File: config.mk
export PLATFORM = sky130hd
export DESIGN_NAME = generic_vidtopid_tbl
export DESIGN_NICKNAME = d
export VERILOG_FILES = /design/src/rtl/generic_vidtopid_tbl.sv
export SDC_FILE = /design/constraint.sdc
export NUM_CORES = 1
export LEC_CHECK = 0
export BUFFER_PORTS_ARGS = -buffer_cell sky130_fd_sc_hd__buf_2
export CORE_MARGIN = 10
export CORE_UTILIZATION = 45
export CTS_BUF_LIST = sky130_fd_sc_hd__clkbuf_4
export CTS_CLUSTER_DIAMETER = 200
export DETAILED_ROUTE_END_ITERATION = 10
export HOLD_SLACK_MARGIN = 0.05
export PLACE_DENSITY = 0.63
export SYNTH_ARGS = -nofsm -noshare
export SYNTH_HDL_FRONTEND = slang
export SYNTH_SLANG_ARGS = --single-unit
File: constraint.sdc
create_clock -name clk -period 5.5 [get_ports clk]
set_clock_uncertainty 0.05 [all_clocks]
set_input_delay 1.1 -clock clk [delete_from_list [all_inputs] [get_ports clk]]
set_output_delay 1.1 -clock clk [all_outputs]
set_load 0.005 [all_outputs]
File: src/rtl/generic_vidtopid_tbl.sv
// Rebuildable virtual-ID to physical-ID hart map with scalar lookup ports and a
// bit-vector translator. The table is indexed by VID and is filled by a one-entry-per-cycle scan.
module generic_vidtopid_tbl #(
  parameter int unsigned NumHarts     = 8,
  parameter int unsigned NumHartsIdx  = (NumHarts == 1) ? 1 : $clog2(NumHarts),
  parameter int unsigned NumLkupPorts = 2
) (
  input  logic                                clk,
  input  logic                                reset_n,
  input  logic                                rebuild_req,
  input  logic [NumHarts-1:0]                 fuse_map,
  input  logic [NumHarts*NumHartsIdx-1:0]     vid_map,
  output logic                                busy,
  output logic                                tbl_valid,
  output logic                                map_err,
  output logic [NumHartsIdx-1:0]              err_vid,
  input  logic [NumLkupPorts-1:0]             lkup_vld,
  input  logic [NumLkupPorts*NumHartsIdx-1:0] lkup_vid,
  output logic                                lkup_rdy,
  output logic [NumLkupPorts-1:0]             rsp_vld,
  output logic [NumLkupPorts*NumHartsIdx-1:0] rsp_pid,
  output logic [NumLkupPorts-1:0]             rsp_mapped,
  input  logic                                vec_vld,
  input  logic [NumHarts-1:0]                 vid_vector,
  output logic                                pid_vec_vld,
  output logic [NumHarts-1:0]                 pid_vector
);

  localparam logic [NumHartsIdx-1:0] LastIdx = NumHartsIdx'(NumHarts - 1);

  typedef enum logic [1:0] {StEmpty, StScan, StReady} state_e;

  state_e                   state_q;
  logic [NumHartsIdx-1:0]   cnt_q;
  logic [NumHarts-1:0]      snap_fuse_q;
  logic [NumHartsIdx-1:0]   snap_vid_q [NumHarts];
  logic [NumHarts-1:0]      tbl_mapped_q;
  logic [NumHartsIdx-1:0]   tbl_pid_q [NumHarts];
  logic                     map_err_q;
  logic [NumHartsIdx-1:0]   err_vid_q;

  logic [NumLkupPorts-1:0]             rsp_vld_q;
  logic [NumLkupPorts*NumHartsIdx-1:0] rsp_pid_q;
  logic [NumLkupPorts-1:0]             rsp_mapped_q;
  logic                                pid_vec_vld_q;
  logic [NumHarts-1:0]                 pid_vector_q;

  logic                   cur_fuse;
  logic [NumHartsIdx-1:0] cur_vid;
  logic [NumHarts-1:0]    pid_vec_d;

  assign cur_fuse = snap_fuse_q[cnt_q];
  assign cur_vid  = snap_vid_q[cnt_q];

  // Build state: a rebuild request wins over any scan step in the same cycle.
  always_ff @(posedge clk or negedge reset_n) begin
    if (!reset_n) begin
      state_q      <= StEmpty;
      cnt_q        <= '0;
      snap_fuse_q  <= '0;
      tbl_mapped_q <= '0;
      map_err_q    <= 1'b0;
      err_vid_q    <= '0;
      for (int i = 0; i < NumHarts; i++) begin
        snap_vid_q[i] <= '0;
        tbl_pid_q[i]  <= '0;
      end
    end else if (rebuild_req) begin
      state_q      <= StScan;
      cnt_q        <= '0;
      snap_fuse_q  <= fuse_map;
      tbl_mapped_q <= '0;
      map_err_q    <= 1'b0;
      err_vid_q    <= '0;
      for (int i = 0; i < NumHarts; i++) begin
        snap_vid_q[i] <= vid_map[i*NumHartsIdx +: NumHartsIdx];
        tbl_pid_q[i]  <= '0;
      end
    end else if (state_q == StScan) begin
      if (cur_fuse) begin
        if (!tbl_mapped_q[cur_vid]) begin
          tbl_mapped_q[cur_vid] <= 1'b1;
          tbl_pid_q[cur_vid]    <= cnt_q;
        end else if (!map_err_q) begin
          // Lower-numbered hart keeps the VID; only the first clash is reported.
          map_err_q <= 1'b1;
          err_vid_q <= cur_vid;
        end
      end
      cnt_q <= cnt_q + 1'b1;
      if (cnt_q == LastIdx) begin
        state_q <= StReady;
      end
    end
  end

  always_comb begin
    pid_vec_d = '0;
    for (int v = 0; v < NumHarts; v++) begin
      if (tbl_mapped_q[v]) begin
        pid_vec_d[tbl_pid_q[v]] = vid_vector[v];
      end
    end
  end

  // Responses sample the table before any same-cycle rebuild clears it.
  always_ff @(posedge clk or negedge reset_n) begin
    if (!reset_n) begin
      rsp_vld_q     <= '0;
      rsp_pid_q     <= '0;
      rsp_mapped_q  <= '0;
      pid_vec_vld_q <= 1'b0;
      pid_vector_q  <= '0;
    end else begin
      for (int k = 0; k < NumLkupPorts; k++) begin
        rsp_vld_q[k] <= lkup_vld[k] & lkup_rdy;
        if (lkup_vld[k] && lkup_rdy) begin
          rsp_pid_q[k*NumHartsIdx +: NumHartsIdx] <=
              tbl_pid_q[lkup_vid[k*NumHartsIdx +: NumHartsIdx]];
          rsp_mapped_q[k] <= tbl_mapped_q[lkup_vid[k*NumHartsIdx +: NumHartsIdx]];
        end
      end
      pid_vec_vld_q <= vec_vld & lkup_rdy;
      if (vec_vld && lkup_rdy) begin
        pid_vector_q <= pid_vec_d;
      end
    end
  end

  assign busy        = (state_q == StScan);
  assign tbl_valid   = (state_q == StReady);
  assign lkup_rdy    = tbl_valid;
  assign map_err     = map_err_q;
  assign err_vid     = err_vid_q;
  assign rsp_vld     = rsp_vld_q;
  assign rsp_pid     = rsp_pid_q;
  assign rsp_mapped  = rsp_mapped_q;
  assign pid_vec_vld = pid_vec_vld_q;
  assign pid_vector  = pid_vector_q;

endmodule

==> impl_metrics.ini, run 1 <==
[final_layout]
syn_to_final_growth_pct = 10.2
final_common_cell = dfrtp_1
fillers = 1142
fin_nets = 630
drive_gt1_share_pct = 22.9
final_cell_mix = dfrtp_1, buf_2, nor2_1, mux2i_1
antenna_cells = 0
postLayoutCellArea_mm2 = 0.00617

[power]
power_density_mw_per_mm2 = 253
switchingPower_mw = 0.480
p_leak_nw = 2.85
p_clk_share_pct = 28.4
p_seq_share_pct = 51.2
comb_power_share_pct = 20.3
p_int_mw = 1.08
ir_drop_v = 0.000174
p_sw_share_pct = 30.8

[worst_setup_path]
crit_path_start_kind = flop
end_kind = flop
path_cells = mux4_2 > mux2_4 > nand4bb_1 > or3_1 > mux2i_1 > nor2_1
regToRegSetupSlack_ns = 2.62
required_ns = 5.80
crit_path_start = cnt_q[1]
r2r_cells = 6
cpPeakStageDelay_ns = 0.79
criticalPathCategory = reg2reg
critPathTopFamily = multiplexers
crit_buf_inv = 0
worst-path-max-fanout = 15
crit_arrival_ns = 3.19
crit_path_top_delay_cell = dfrtp_1
r2r-start = cnt_q[1]
critical_path.reg2reg.endpoint = tbl_pid_q[6]

[sta]
drv_slew = 0
fmax_mhz = 347
setup-violations-final = 0
period_needed_ns = 2.88
setup_tns_ns = 0
rsz0062_at_grt = false
slew_headroom_pct = 41.2
tightest_slew_ns = 0.883
finalHoldViolCount = 0
finalCritPeriodShare_pct = 52.4

[floorplanning]
initial_core_util_pct = 46.2
io_pins = 78
rows = 40
fp.coreArea_mm2 = 0.0121
die_w_um = 132
dieArea_mm2 = 0.0173
die_h_um = 132

[flow_run]
cap_violations = 0

[route]
drt-total-wl_mm = 14.0
drc = 0
ant_nets = 0
drtIter0Drc = 467
via_per_inst = 5.79
vias = 4340
wl_per_cell_um = 18.7
firstDrtPassIters = 5

[clock_tree]
cts_resized = 0
cts_root_buffer = clkbuf_4
clkLatencyLatePin_ns = 0.49
ctsHoldBuffers = 0
h-tree-depth = 3
cts_setup_buffers = 0
cts_made_buffers = 9
tritoncts = done
clk_pin_slew_worst_paths_ns = 0.15
numClockSinks = 92
ctsLongestPathBuffers = 2

[placed_design]
post-dp-hpwl_mm = 10.4
post_dp_cell_area_mm2 = 0.00600
gp_congestion = 0.860
portBuffers = 77

[global_route]
grt_first_pass_wirelength_mm = 23.7
antenna_found_initial = 0
grt_pass1_vias = 4555
grt_max_degree = 74
grt.overflow.total = 0
grt.met3_usage_pct = 5.14
track_usage_pct = 16.6
grt_use_met1_pct = 20.8
grt_use_met2_pct = 26.3
busiest_layer = met2

[synthesis]
yosys_warnings = 0
ys_seq_area_share_pct = 41.1
syn_area_per_cell_um2 = 10.5
synth.distinct_cells = 55
synth_seq_cells = 92
synth_edf_count = 0
syn_inst = 534
yosys_most_used_dff = dfrtp_1
syn_nets = 588
ys_async_sr_fraction_pct = 100
netlist_area_mm2 = 0.00560

[outcome]
status = completed

[hold_path]
hold_class = in2async
worst register-to-register path: cells and delay by family, from the launching register on:
family	cells	cell delay, ns
mux	3	1.09
simple gates	3	0.84
flops	1	0.79
layout make-up:
type	instances	area (um2)	share of cell area [%]
Multi-Input combinational cell	376	3010	48.8
Inverter	17	63.8	1.03
Sequential cell	92	2300	37.3
Clock buffer	9	67.6	1.09
Timing Repair Buffer	80	410	6.65
Clock inverter	7	104	1.68
Tap cell	168	210	3.41
per-layer routing:
layer	part of all wire (%)	vias up
met4	2.0	0
met3	6.5	22
li1	-	2048
met1	45	2092
met2	47	178
met5	0	-
worst max path at each step:
stage                        end  slack [ns]  depth (start not counted)
floorplan               cnt_q[1]        3.04                          5
global placement      err_vid[0]        2.59                          4
detailed placement    err_vid[0]        2.54                          4
finish              tbl_pid_q[6]        2.62                          6
CTS                 tbl_pid_q[6]        2.59                          6
global route        tbl_pid_q[7]        2.41                          6
cells by family after synthesis:
| kind of cell | after synthesis | synth area share [%] |
|---|---|---|
| DFF | 92 | 41.1 |
| buffers and inverters | 66 | 5.09 |
| muxes | 105 | 24.7 |
| xor gates and xnor gates | 1 | 0.156 |
| and+or+nand+nor | 185 | 17.3 |
| adders and majority gates | 2 | 0.447 |
| AOI/OAI and AO/OA | 83 | 11.2 |
synthesized netlist by cell type, types with 2 or more instances:
master | instances | area share [%]
a21o_1 | 2 | 0.27
buf_2 | 9 | 0.80
dfrtp_1 | 92 | 41
nor2b_1 | 20 | 2.2
and2_1 | 7 | 0.78
o2bb2ai_1 | 4 | 0.63
nand2_1 | 27 | 1.8
buf_6 | 3 | 0.60
and3b_1 | 2 | 0.31
nand3_1 | 11 | 0.98
mux2i_1 | 47 | 8.4
a211oi_1 | 8 | 1.1
nand4b_1 | 4 | 0.63
inv_2 | 4 | 0.27
a21oi_1 | 12 | 1.1
a31oi_1 | 6 | 0.67
o311ai_1 | 2 | 0.31
o32ai_1 | 2 | 0.31
nand4_1 | 4 | 0.45
o21ai_1 | 15 | 1.3
nand3b_1 | 2 | 0.27
a32oi_1 | 5 | 0.78
nor2_1 | 55 | 3.7
and3_1 | 6 | 0.67
a221o_1 | 8 | 1.4
or2_0 | 3 | 0.34
mux2_1 | 27 | 5.4
mux4_2 | 21 | 8.4
a22oi_1 | 3 | 0.40
clkbuf_1 | 35 | 2.3
ha_1 | 2 | 0.45
a221oi_1 | 8 | 1.3
nand2b_1 | 12 | 1.3
nor4_1 | 4 | 0.45
nand4bb_1 | 2 | 0.40
o22a_1 | 2 | 0.31
or3_1 | 9 | 1.0
mux2_2 | 6 | 1.2
nor3_1 | 9 | 0.80
nor3b_1 | 5 | 0.67
mux2_4 | 3 | 0.80
inv_1 | 13 | 0.87
power groups by stage:
stage / Combinational (mW) / Sequential (mW) / Clock [mW]
floorplan: 0.267 / 0.768 / 0
global placement: 0.315 / 0.808 / 0
detailed placement: 0.321 / 0.811 / 0
CTS: 0.321 / 0.798 / 0.459
global route: 0.354 / 0.810 / 0.488
finish: 0.317 / 0.799 / 0.443
registers in the layout, indices dropped and copies added, names as in the netlist:
signal        count
cnt_q             3
err_vid           3
map_err           1
pid_vec_vld       1
pid_vector        8
rsp_mapped        2
rsp_pid           6
rsp_vld           2
snap_fuse_q       8
snap_vid_q       24
state_q           2
tbl_mapped_q      8
tbl_pid_q        24
per-stage QoR:
stage | instances | util, % | hold WS [ns] | power, mW | setup WS, ns
after detailed placement | 733 | 49.5 | 0.417 | 1.13 | 2.54
after floorplan | 534 | - | 0.399 | 1.04 | 3.04
after CTS | 749 | 51.0 | 0.388 | 1.58 | 2.59
after global routing | 749 | 51.0 | 0.397 | 1.65 | 2.41
final | 749 | 51.0 | 0.419 | 1.56 | 2.62
after global placement | 733 | 49.5 | 0.411 | 1.12 | 2.59
Note: power is estimated with default switching activity, not from simulation.
==> run 2, diff against run 1 <==
--- a/config.mk
+++ b/config.mk
@@ -5,6 +5,7 @@
 export SDC_FILE = /design/constraint.sdc
 export NUM_CORES = 1
 export LEC_CHECK = 0
+export ABC_AREA = 1
 export BUFFER_PORTS_ARGS = -buffer_cell sky130_fd_sc_hd__buf_2
 export CORE_MARGIN = 10
 export CORE_UTILIZATION = 45
@@ -12,7 +13,7 @@
 export CTS_CLUSTER_DIAMETER = 200
 export DETAILED_ROUTE_END_ITERATION = 10
 export HOLD_SLACK_MARGIN = 0.05
-export PLACE_DENSITY = 0.63
+export PLACE_DENSITY = 0.65
 export SYNTH_ARGS = -nofsm -noshare
 export SYNTH_HDL_FRONTEND = slang
 export SYNTH_SLANG_ARGS = --single-unit
==> constraint.sdc (replaced) <==
create_clock -name clk -period 2.6 [get_ports clk]
set_clock_uncertainty 0.05 [all_clocks]
set_input_delay 0.52 -clock clk [delete_from_list [all_inputs] [get_ports clk]]
set_output_delay 0.52 -clock clk [all_outputs]
set_load 0.005 [all_outputs]
==> impl_metrics.ini, run 2 <==
[outcome]
status = completed

[floorplanning]
initial_core_util_pct = 46.4
fp.coreArea_mm2 = 0.0128
rows = 41
die_h_um = 135
dieArea_mm2 = 0.0182
io_pins = 78
die_w_um = 135

[flow_run]
cap_violations = 0

[clock_tree]
numClockSinks = 92
cts_made_buffers = 9
tritoncts = done
cts_setup_buffers = 0
ctsLongestPathBuffers = 2
h-tree-depth = 3
clkLatencyLatePin_ns = 0.47
cts_root_buffer = clkbuf_4
clk_pin_slew_worst_paths_ns = 0.14

[synthesis]
syn_inst = 875
ys_async_sr_fraction_pct = 100
syn_nets = 929
synth_commonest_cells = nand2_1, o21ai_0, inv_1, dfrtp_1, nor2_1
synth_seq_cells = 92
yosysTopAreaCell = dfrtp_1
ys_seq_area_share_pct = 38.8
syn_area_per_cell_um2 = 6.78
synth_edf_count = 0
yosys_most_used_dff = dfrtp_1
yosys_warnings = 0
synth_most_common_cell = nand2_1
netlist_area_mm2 = 0.00593
ys_top_cells_by_area = dfrtp_1, nand2_1, o21ai_0
synth.distinct_cells = 32
synth_top_area_share_pct = 38.8

[worst_setup_path]
required_ns = 2.91
cp_common_cell = nand2_1
path_cells = inv_2 > nand2_1 > nand3_1 > nand3_2 > nand2_2 > nand2_1 > nand2_1 > nand2_1 > nand2_1 > nand2_2 > nand3_4 > nand2_8 > nand2_1 > o21ai_2
crit_path_start = cnt_q[0]
cpPeakStageDelay_ns = 0.52
worst-path-max-fanout = 17
crit_arrival_ns = 2.59
crit_path_start_kind = flop
r2r-start = cnt_q[0]
end_kind = flop
criticalPathCategory = reg2reg
crit_path_top_delay_cell = dfrtp_2

[final_layout]
fin_nets = 993
top_regs = snap_vid_q: 24 flops, tbl_pid_q: 24 flops
seq_area_mm2 = 0.00230
fillers = 1332
final_cell_mix = nand2_1, o21ai_0, inv_1, dfrtp_1, buf_2
drive_gt1_share_pct = 14.4
post-route-util_pct = 51.6
multiInputGateArea_mm2 = 0.00307
antenna_cells = 0
final_common_cell = nand2_1
syn_to_final_growth_pct = 11.0

[global_route]
grt_first_pass_wirelength_mm = 27.1
track_usage_pct = 18.3
grt.overflow.total = 0
grt_pass1_vias = 5440
grt_max_degree = 47
antenna_found_initial = 0

[sta]
drv_slew = 0
tightest_slew_ns = 0.660
fmax_mhz = 439
setup_tns_ns = 0
period_needed_ns = 2.28
rsz0062_at_grt = false
setup-violations-final = 0
slew_headroom_pct = 55.9
finalCritPeriodShare_pct = 87.7
finalHoldViolCount = 0

[power]
p_leak_nw = 3.39
switchingPower_mw = 1.50
p_seq_share_pct = 47.1
comb_power_share_pct = 33.0
ir_drop_v = 0.000274
p_sw_share_pct = 40.0
p_clk_share_pct = 19.9
power_density_mw_per_mm2 = 570
p_int_mw = 2.25

[route]
wl_per_cell_um = 14.8
via_per_inst = 5.20
drt-total-wl_mm = 16.4
ant_nets = 0
vias = 5794
firstDrtPassIters = 5
drtIter0Drc = 386
drc = 0

[placed_design]
gp_congestion = 0.903
portBuffers = 77
post-dp-hpwl_mm = 12.7

[hold_path]
hold_class = in2reg
min_from = vid_map[7]
==> run 2: cell type report <==
cell class,count,share of cell area (%)
Sequential cell,92,35.0
Clock buffer,10,1.14
Multi-Input combinational cell,644,46.6
Inverter,105,5.98
Timing Repair Buffer,87,7.45
Tap cell,172,3.27
Clock inverter,4,0.646
==> run 2: power by group through the flow <==
stage	combinational, mW	clock (mW)	sequential [mW]
final	1.24	0.747	1.77
after global routing	1.41	0.843	1.79
after CTS	1.22	0.778	1.76
after detailed placement	1.21	0	1.79
after global placement	1.20	0	1.78
after floorplan	0.915	0	1.71
==> run 2: cell families (layout without fill, tap and decap cells) <==
| logic type | Yosys count | after routing | synth area share [%] |
|---|---|---|---|
| and+or+nand+nor | 432 | 433 | 31.5 |
| buffers and inverters | 140 | 206 | 9.83 |
| DFF | 92 | 92 | 38.8 |
| AOI/OAI and AO/OA | 209 | 209 | 19.4 |
| adders and majority gates | 2 | 2 | 0.422 |
==> run 2: per-stage QoR <==
stage	setup slack [ns]	total power [mW]	hold slack, ns	std cells	cell area, um2
finish	0.320	3.75	0.187	1114	6590
global route	0.0759	4.04	0.155	1114	6590
CTS	0.104	3.76	0.164	1113	6570
detailed placement	0.158	3.00	0.388	1098	6440
global placement	0.227	2.99	0.385	1098	6440
floorplan	0.753	2.62	0.174	875	5930
==> run 2: timing repair <==
| action | in CTS | in global routing |
|---|---|---|
| hold endpoints to repair | 21 | 0 |
| resized for setup | 0 | 2 |
| hold buffers | 1 | 0 |
| setup endpoints to repair | 0 | 30 |
==> run 2: critical path: cells and delay by family (launching register included) <==
family	cells	cell delay, ns
AOI/OAI and AO/OA	1	0.05
buffers and inverters	1	0.21
DFF	1	0.52
and+or+nand+nor	12	1.31
==> run 2: metal layers <==
layer | wire length [um] | track usage [%] | vias up
met2 | 7630 | 29.5 | 167
li1 | - | - | 3001
met3 | 994 | 3.75 | 26
met4 | 380 | 6.05 | 0
met5 | 0 | 0 | -
met1 | 7430 | 23.8 | 2600
==> run 2: worst paths after layout <==
path / end / slack [ns] / cells past startpoint
setup / recovery: tbl_mapped_q[6] / 0.32 / 14
hold / removal: snap_vid_q[16] / 0.19 / 3
setup reg to reg: tbl_mapped_q[6] / 0.32 / 14
hold reg to reg: pid_vector[1] / 0.44 / 2
max in group asynchronous: cnt_q[0] / 1.43 / 3
min in group asynchronous: rsp_pid[5] / 0.42 / 2
==> run 3, diff against run 2 <==
--- a/config.mk
+++ b/config.mk
@@ -5,7 +5,6 @@
 export SDC_FILE = /design/constraint.sdc
 export NUM_CORES = 1
 export LEC_CHECK = 0
-export ABC_AREA = 1
 export BUFFER_PORTS_ARGS = -buffer_cell sky130_fd_sc_hd__buf_2
 export CORE_MARGIN = 10
 export CORE_UTILIZATION = 45
@@ -13,7 +12,7 @@
 export CTS_CLUSTER_DIAMETER = 200
 export DETAILED_ROUTE_END_ITERATION = 10
 export HOLD_SLACK_MARGIN = 0.05
-export PLACE_DENSITY = 0.65
+export PLACE_DENSITY = 0.66
 export SYNTH_ARGS = -nofsm -noshare
 export SYNTH_HDL_FRONTEND = slang
 export SYNTH_SLANG_ARGS = --single-unit
==> impl_metrics.ini, run 3 (synthesis gave the netlist of run 1 again) <==
[outcome]
status = completed

[floorplanning]
rows = 40
fp.coreArea_mm2 = 0.0121
io_pins = 78
die_h_um = 132
dieArea_mm2 = 0.0173
initial_core_util_pct = 46.2
die_w_um = 132

[sta]
setup_tns_ns = 0
finalCritPeriodShare_pct = 94.7
finalHoldViolCount = 0
fmax_mhz = 406
rsz0062_at_grt = false
setup-violations-final = 0
period_needed_ns = 2.46
drv_slew = 0
tightest_slew_ns = 0.547
slew_headroom_pct = 63.5

[clock_tree]
cts_made_buffers = 9
clk_pin_slew_worst_paths_ns = 0.15
cts_setup_buffers = 0
ctsLongestPathBuffers = 2
clkLatencyLatePin_ns = 0.48
cts_root_buffer = clkbuf_4
cts_resized = 0
tritoncts = done
numClockSinks = 92
h-tree-depth = 3

[route]
firstDrtPassIters = 5
vias = 4361
drt-total-wl_mm = 13.6
drc = 0
ant_nets = 0
wl_per_cell_um = 18.0
via_per_inst = 5.75
drtIter0Drc = 434

[worst_setup_path]
required_ns = 2.94
worst-path-max-fanout = 19
crit_arrival_ns = 2.80
end_kind = flop
crit_path_start_kind = flop
criticalPathCategory = reg2reg

[global_route]
grt.overflow.total = 0
antenna_found_initial = 0
track_usage_pct = 15.8
grt_pass1_vias = 4378
grt_first_pass_wirelength_mm = 22.6
grt_max_degree = 42

[final_layout]
syn_to_final_growth_pct = 11.9
final_cell_mix = dfrtp_1, buf_2, nor2_1, mux2i_1
postLayoutCellArea_mm2 = 0.00627
fin_nets = 639
drive_gt1_share_pct = 23.9
final_common_cell = dfrtp_1
antenna_cells = 0
top_regs = snap_vid_q: 24 flops, tbl_pid_q: 24 flops
post-route-util_pct = 51.8

[hold_path]
hold_class = in2reg

[placed_design]
post_dp_cell_area_mm2 = 0.00610
gp_congestion = 0.876
portBuffers = 77
post-dp-hpwl_mm = 10.4

[power]
power_density_mw_per_mm2 = 523
ir_drop_v = 0.000405
p_leak_nw = 2.90

[flow_run]
cap_violations = 0
==> run 3: cell count changes in the layout (fill, tap and decap cells not counted), sizes merged, moves of 35 or more <==
cell,change
nand2,-242
o21ai,-127
inv,-85
nand3,-54
mux2i,+47
mux2,+36
a21oi,-35
==> run 3: worst max-delay path, cell delays in order (launching register included) <==
cell and delay [ns]:
dfrtp_1 0.45, buf_12 0.18, mux2i_1 0.14, mux4_2 0.59, mux2i_1 0.23, a2bb2oi_2 0.23, o2111ai_4 0.18, mux2_4 0.33
==> run 3: layout make-up <==
type / instances / area [um2]
timing repair buffer: 89 / 518
multi-input combinational: 376 / 3010
fill: 1127 / 5840
sequential: 92 / 2300
clock buffer: 9 / 67.6
inverter: 17 / 63.8
tap: 168 / 210
clock inverter: 7 / 95.1
==> run 3: what timing repair did <==
item	4_1_cts	5_1_grt
endpoints found under the setup margin	0	0
hold buffers	1	0
hold endpoints to repair	39	0
==> run 3: metrics by stage <==
| stage | power, mW | hold WS [ns] | std cells | worst slack [ns] |
|---|---|---|---|---|
| global route | 3.46 | 0.153 | 758 | 0.0194 |
| detailed placement | 2.41 | 0.422 | 741 | 0.133 |
| CTS | 3.31 | 0.165 | 758 | 0.116 |
| floorplan | 2.19 | 0.174 | 534 | 0.283 |
| global placement | 2.39 | 0.411 | 741 | 0.209 |
| finish | 3.28 | 0.191 | 758 | 0.138 |
==> run 3: power by group <==
group	internal (mW)	leakage, nW	switching, mW
Combinational	0.355	1.62	0.353
Sequential	1.54	1.20	0.131
Clock	0.395	0.0887	0.504
Total	2.29	2.90	0.988
==> run 3: final timing paths <==
| kind | from | end | slack [ns] | cells after the start |
|---|---|---|---|---|
| worst max-delay path | cnt_q[0] | err_vid[0] | 0.14 | 7 |
| worst min-delay path | vid_map[9] | snap_vid_q[12] | 0.19 | 2 |
| worst max register to register | cnt_q[0] | err_vid[0] | 0.14 | 7 |
| worst min register to register | rsp_mapped[0] | rsp_mapped[0] | 0.44 | 2 |
| max in group asynchronous | reset_n | tbl_pid_q[12] | 1.37 | 3 |
| min in group asynchronous | reset_n | tbl_pid_q[23] | 0.49 | 2 |
==> run 3: routing by layer <==
layer  GRT usage, %  vias to the layer above  share of wire (%)
met3           5.30                       32                7.8
met4           6.49                        0                2.9
met2           23.9                      178                 45
met5              0                        -                  0
met1           20.2                     2096                 44
li1               -                     2055                  -
